### config.mk
export PLATFORM = sky130hd
export DESIGN_NAME = exc_ctrl
export DESIGN_NICKNAME = d
export VERILOG_FILES = /design/src/rtl/exc_pkg.sv /design/src/rtl/irq_sync.sv /design/src/rtl/exc_ctrl.sv
export SDC_FILE = /design/constraint.sdc
export NUM_CORES = 1
export LEC_CHECK = 0
export CAP_MARGIN = 15
export CORE_MARGIN = 10
export CORE_UTILIZATION = 42
export DETAILED_ROUTE_END_ITERATION = 8
export PLACE_DENSITY = 0.81
export SLEW_MARGIN = 30
export SYNTH_ARGS = -nofsm -noshare
export SYNTH_HDL_FRONTEND = slang
export SYNTH_SLANG_ARGS = --single-unit
### constraint.sdc
create_clock -name clk -period 1.8 [get_ports clk]
set_input_delay 0.36 -clock clk [delete_from_list [all_inputs] [get_ports clk]]
set_output_delay 0.36 -clock clk [all_outputs]
set_load 0.01 [all_outputs]
### src/rtl/exc_pkg.sv
// Shared constants and state type for the exception/interrupt controller.
package exc_pkg;

    // CP0 ExcCode values
    localparam logic [4:0] EXC_INT     = 5'd0;
    localparam logic [4:0] EXC_SYSCALL = 5'd8;
    localparam logic [4:0] EXC_BREAK   = 5'd9;
    localparam logic [4:0] EXC_TEQ     = 5'd13;

    // CP0 Status bit positions
    localparam int unsigned ST_IE     = 0;
    localparam int unsigned ST_SYS_EN = 1;
    localparam int unsigned ST_BRK_EN = 2;
    localparam int unsigned ST_TEQ_EN = 3;
    localparam int unsigned ST_IM     = 8;

    typedef enum logic [1:0] {
        IDLE,
        FIRE,
        SETTLE
    } exc_state_t;

endpackage

### src/rtl/irq_sync.sv
// Multi-flop synchroniser for the asynchronous irq line plus a rising-edge
// detector that emits a one-cycle irq_rise on the synchronised level.
module irq_sync #(
    parameter int unsigned SYNC_STAGES = 2
) (
    input  logic clk,
    input  logic rst,
    input  logic irq,
    output logic irq_rise
);

    logic [SYNC_STAGES-1:0] sync_q;
    logic                   level_prev_q;

    always_ff @(posedge clk) begin
        if (rst) begin
            sync_q       <= '0;
            level_prev_q <= 1'b0;
        end else begin
            sync_q       <= {sync_q[SYNC_STAGES-2:0], irq};
            level_prev_q <= sync_q[SYNC_STAGES-1];
        end
    end

    assign irq_rise = sync_q[SYNC_STAGES-1] & ~level_prev_q;

endmodule

### src/rtl/exc_ctrl.sv
// Trap/interrupt arbiter feeding CP0 with one-cycle exception/eret pulses.
// Optional interrupt path is built only when EXC_CTRL_IRQ_EN is defined.
module exc_ctrl
    import exc_pkg::*;
#(
    parameter int unsigned SYNC_STAGES = 2
) (
    input  logic        clk,
    input  logic        rst,
    input  logic        instr_valid,
    input  logic        syscall,
    input  logic        brk,
    input  logic        teq,
    input  logic        eret_req,
    input  logic [31:0] pc,
    input  logic        irq,
    input  logic [31:0] status,
    output logic        exception,
    output logic        eret,
    output logic [4:0]  cause,
    output logic [31:0] exc_pc,
    output logic        stall,
    output logic        irq_pending
);

    exc_state_t  state_q, state_d;
    logic        is_eret_q, is_eret_d;
    logic [4:0]  cause_q, cause_d;
    logic [31:0] exc_pc_q, exc_pc_d;
    logic        accept;
    logic        take_int;
    logic        int_ready;
    logic        sync_req;

`ifdef EXC_CTRL_IRQ_EN
    logic irq_rise;
    logic pending_q;

    irq_sync #(
        .SYNC_STAGES(SYNC_STAGES)
    ) u_irq_sync (
        .clk     (clk),
        .rst     (rst),
        .irq     (irq),
        .irq_rise(irq_rise)
    );

    // A new edge arriving in the same cycle the interrupt is taken wins.
    always_ff @(posedge clk) begin
        if (rst) begin
            pending_q <= 1'b0;
        end else begin
            pending_q <= (pending_q & ~take_int) | irq_rise;
        end
    end

    assign int_ready   = pending_q & status[ST_IE] & status[ST_IM];
    assign irq_pending = pending_q;
`else
    logic unused_irq;
    assign unused_irq  = ^{irq, status[ST_IM], take_int, SYNC_STAGES[0]};
    assign int_ready   = 1'b0;
    assign irq_pending = 1'b0;
`endif

    logic unused_status;
    assign unused_status = ^{status[31:9], status[7:4]};

    assign sync_req = eret_req | teq | brk | syscall;

    always_comb begin
        state_d   = state_q;
        is_eret_d = is_eret_q;
        cause_d   = cause_q;
        exc_pc_d  = exc_pc_q;
        accept    = 1'b0;
        take_int  = 1'b0;

        unique case (state_q)
            IDLE: begin
                if (instr_valid) begin
                    // Only the highest-priority request is considered; if it is
                    // masked it is dropped rather than falling through.
                    if (eret_req) begin
                        accept    = 1'b1;
                        is_eret_d = 1'b1;
                        cause_d   = 5'd0;
                    end else if (teq) begin
                        if (status[ST_IE] && status[ST_TEQ_EN]) begin
                            accept    = 1'b1;
                            is_eret_d = 1'b0;
                            cause_d   = EXC_TEQ;
                        end
                    end else if (brk) begin
                        if (status[ST_IE] && status[ST_BRK_EN]) begin
                            accept    = 1'b1;
                            is_eret_d = 1'b0;
                            cause_d   = EXC_BREAK;
                        end
                    end else if (syscall) begin
                        if (status[ST_IE] && status[ST_SYS_EN]) begin
                            accept    = 1'b1;
                            is_eret_d = 1'b0;
                            cause_d   = EXC_SYSCALL;
                        end
                    end else if (!sync_req && int_ready) begin
                        accept    = 1'b1;
                        take_int  = 1'b1;
                        is_eret_d = 1'b0;
                        cause_d   = EXC_INT;
                    end

                    if (accept) begin
                        exc_pc_d = pc;
                        state_d  = FIRE;
                    end
                end
            end
            FIRE:    state_d = SETTLE;
            SETTLE:  state_d = IDLE;
            default: state_d = IDLE;
        endcase
    end

    always_ff @(posedge clk) begin
        if (rst) begin
            state_q   <= IDLE;
            is_eret_q <= 1'b0;
            cause_q   <= 5'd0;
            exc_pc_q  <= 32'd0;
        end else begin
            state_q   <= state_d;
            is_eret_q <= is_eret_d;
            cause_q   <= cause_d;
            exc_pc_q  <= exc_pc_d;
        end
    end

    assign exception = (state_q == FIRE) && !is_eret_q;
    assign eret      = (state_q == FIRE) && is_eret_q;
    assign stall     = (state_q != IDLE);
    assign cause     = cause_q;
    assign exc_pc    = exc_pc_q;

endmodule

Word-level counts from Yosys, hierarchy flattened
Index checks and enable logic that the tools add are counted.
W data, S select, Z words.
Storage, ports and cells
  bits in registers: 40
  bits in latches: 0
  RAM bits: 0
  memory bits (read-only): 0
  input bits: 72
  output and inout bits: 41
  logic and storage cells: 48
  memories kept: 0
Cells by class
  $add $sub $neg: 0
  multiply operators: 0
  divide/modulo/power cells: 0
  $lt $le $gt $ge: 0
  equal/unequal tests: 5
  shift-type cells: 0
  muxes and demuxes: 26
  bitwise operators: 0
  reduce and logical (&&, ||, !) cells: 13
Operators with widths (number)
  $mux W5: 7
  $mux W1: 16
  $reduce_bool A4 Y1: 2
  $reduce_and A6 Y1: 1
  $logic_and A1 B1 Y1: 5
  $mux W2: 2
  $ne A2 B2 Y1 const B: 2
  $ne A4 B1 Y1 const B: 1
  $pmux W2 S2: 1
  $ne A3 B1 Y1 const B: 1
  $reduce_and A3 Y1: 1
  $eq A2 B1 Y1 const B: 1
  $logic_not A2 Y1: 1
  $reduce_and A2 Y1: 1
  $reduce_bool A2 Y1: 1
  $logic_not A1 Y1: 1

Logic depth before layout (Yosys ltp)
  word-level depth: 11
  depth in mapped cells: 6
  mapped depth without buffers: 4

Worst setup path before layout
No wires, ideal clock.
  path kind: input to register
  start: input instr_valid
  end: register exc_pc_q[21], in the netlist exc_pc[21]
  library setup time: 127 ps
  data arrival time: 1307 ps
  data required time: 1673 ps
  slack: 366 ps
  stages: 6
  buffers on the path: 3
  path through: or3b_1 -> buf_2 -> buf_6 -> buf_6 -> a31oi_1 -> nand3_1
On the way
  cells in the longest elaborated chain, start to end: 1
RTL lines
  start, declared: line exc_ctrl.sv:10  | input logic instr_valid,
  $reduce_and A3 Y1 (no source line)
  end signal, assigned: line exc_ctrl.sv:135  | exc_pc_q <= exc_pc_d;
  end, declared: line exc_ctrl.sv:29  | logic [31:0] exc_pc_q, exc_pc_d;
No other way between the ends.
A chain may end at the register's enable or synchronous reset.

Final worst setup path
  start: register state_q[1]
  end: output stall
On the way
  cells in the longest elaborated chain, start to end: 1
RTL lines
  start, declared: line exc_ctrl.sv:26  | exc_state_t state_q, state_d;
  start signal, assigned: line exc_ctrl.sv:132  | state_q <= state_d;
  $reduce_bool A2 Y1: line exc_ctrl.sv:141  | assign stall = (state_q != IDLE);
  end, declared: line exc_ctrl.sv:22  | output logic stall,
No other way between the ends.

==> run metrics <==
drt first-iter violations 257; Final setup viols 0; Synth Flop Type dfxtp_1; met1 usage 21.97%; # DRC 0; max-cap violations 0; Critical Path Source Type register; CP max stage delay 490 ps; CTS hold repair buffers 0; CP required 1440 ps; Final Max Slew Viols 0; endpoint class of the critical path output port; num ports 113; #FFs+latches synth 38; Post-synth EDFFs 0; Final Skew 7.189 ps; Reg-to-Reg Start state_q[1]; clock slew at reported path FFs 80 ps; register area share after synthesis 30.04%; Max rail drop VDD 0.4706 mV; Finished Layout Cells 484; Setup crit start state_q[1]; family with the most delay on the worst path buffers and inverters; Clk Tree Root Cell clkbuf_8; crit-path cells or2_2 -> clkdlybuf4s50_1; core area 5886 sq um; Worst Path Arrival 1410 ps; largest net degree at the start of global routing 71; nets 480; Yosys warnings 0; FP Rows 28; achievable frequency 565.1 MHz; count leader, synth nand3_1; synth cell count leaders 70 x nand3_1, 38 x dfxtp_1, 34 x nand2_1, 34 x nor3_1, 33 x nor3b_1; dpl cells 476; Fin. Hold Viols 0; post-DR vias/cell 6.254; Post-DP HPWL 5.619 mm; total wire length 8.540 mm; antenna cells 0; DRT antenna net count 0; Slowest-stage cell, CP clkdlybuf4s50_1; die width 97.65 um; Fillers 546; status finished, final reports clean; cell taking the most area after synthesis dfxtp_1; crit path max fanout 3; DR WL/cell 17.64 um; Initial DRT Pass Iterations 5; Worst R2R End exc_pc[6]; synthesized area 2532 sq um; vias in the first global route 2,756; worst setup path class reg -> out; postcts setup bufs 0; Area growth syn-to-layout 40.86%; Port Buffer Count 80; full die area 9536 sq um; r2r setup slk 310 ps; LEAKAGE 1.274 nW; initial core utilization 43.03%; Num CTS Buffers 5; worst reg2reg path depth 5; share of post-route cells with drive strength above 1 9.291%; pwr/cell area 725.2 nW/um^2; CTS Sinks 38; GPL Wtd Cong 0.7138; met2 Usage GRT 26.88%; unrepaired setup endpoints after global routing no; GR Util met3 4.410%; share of the synthesized area in the top cell type 30.04%; CP Depth 2; GRT Max-Usage Layer met2; clock buffer depth 2; worst path bufs/invs 1; insertion delay to the later sink of the worst-skew pair 290 ps; crit path to stall; Area contributors post-synth dfxtp_1 30%, nand3_1 14%, o2111ai_1 11%, nor3b_1 9.8%, a31oi_1 7.9%; Async S/R FF share, synth 0%; fin crit share 98.30%; H-tree lvl count 2; Mapped Avg Cell Area 7.277 sq um; Tot Pwr 2.587 mW; CTS tree yes; first-pass GRT wire length 13.92 mm; grt total ovfl 0; initial antenna violation count 0; synth unique cells 29; All-Layer GR Usage 16.69%; Tmin final 1769 ps; Post-Syn Instances 348; total number of vias 3,027; worst hold path class reg -> reg; overall die height 97.65 um
logic make-up after synthesis:
kind of cell | synth area share, %
and+or+nand+nor | 38.98
AOI/OAI and AO/OA | 20.75
buffers and inverters | 10.08
DFF | 30.04
other | 0.1481
repair_timing:
action / 4_1_cts / 5_1_grt
gates resized for setup: 2 / 0
endpoints found under the hold margin: 0 / 0
setup endpoints to repair: 2 / 0
cell usage in the layout, fill, tap and decap left out, types with 6 or more instances in the layout:
| master | count |
|---|---|
| clkdlybuf4s50_1 | 76 |
| o2111ai_1 | 32 |
| clkbuf_8 | 6 |
| buf_12 | 6 |
| dfxtp_1 | 38 |
| buf_4 | 16 |
| nor3b_1 | 33 |
| a31oi_1 | 32 |
| nor3_1 | 34 |
| nand2_1 | 34 |
| nand3_1 | 70 |
report_power, final:
group	internal [mW]	leakage (nW)	switching (mW)
Combinational	0.351	0.891	0.336
Sequential	0.918	0.312	0.0581
Clock	0.592	0.0714	0.333
Total	1.86	1.27	0.727
per-layer routing:
layer  vias up  wire length (um)
met1      1446              3811
li1       1434                 -
met3         4               581
met2       143              4106
met4         0                42
met5         -                 0
state kept, by name, indices dropped and copies added (netlist names):
signal / cells
is_eret_q: 1
exc_pc: 32
state_q: 2
cause: 3
worst min path at each step:
stage          slack, ps   endpoint       from  cells after the start
2_1_floorplan        460  is_eret_q  is_eret_q                      2
3_3_place_gp         470   cause[3]   cause[3]                      1
6_report             490   cause[3]   cause[3]                      1
4_1_cts              490   cause[3]   cause[3]                      1
3_5_place_dp         470   cause[3]   cause[3]                      1
5_1_grt              520   cause[3]   cause[3]                      1
area by class of cell:
class | instances | area, sq um | area share [%]
timing repair buffer | 102 | 1028 | 28.83
clock buffer | 6 | 82.58 | 2.315
clock inverter | 2 | 60.06 | 1.684
inverter | 3 | 11.26 | 0.3157
sequential | 38 | 760.7 | 21.33
tap | 75 | 93.84 | 2.631
multi-input combinational | 258 | 1530 | 42.90
through the flow:
step / area, sq um / TNS, ps / hold WS [ps] / worst slack, ps / util (%)
2_1_floorplan: 2540 / 0 / 460.9 / 366.1 / -
3_3_place_gp: 3427 / -4606 / 469.4 / -168.9 / 58.23
3_5_place_dp: 3427 / -5928 / 470.1 / -190.2 / 58.23
4_1_cts: 3567 / 0 / 489.7 / 18.72 / 60.61
5_1_grt: 3567 / 0 / 516.7 / 4.466 / 60.61
6_report: 3567 / 0 / 488.6 / 30.53 / 60.61
Power figures use the tool's default switching activity.
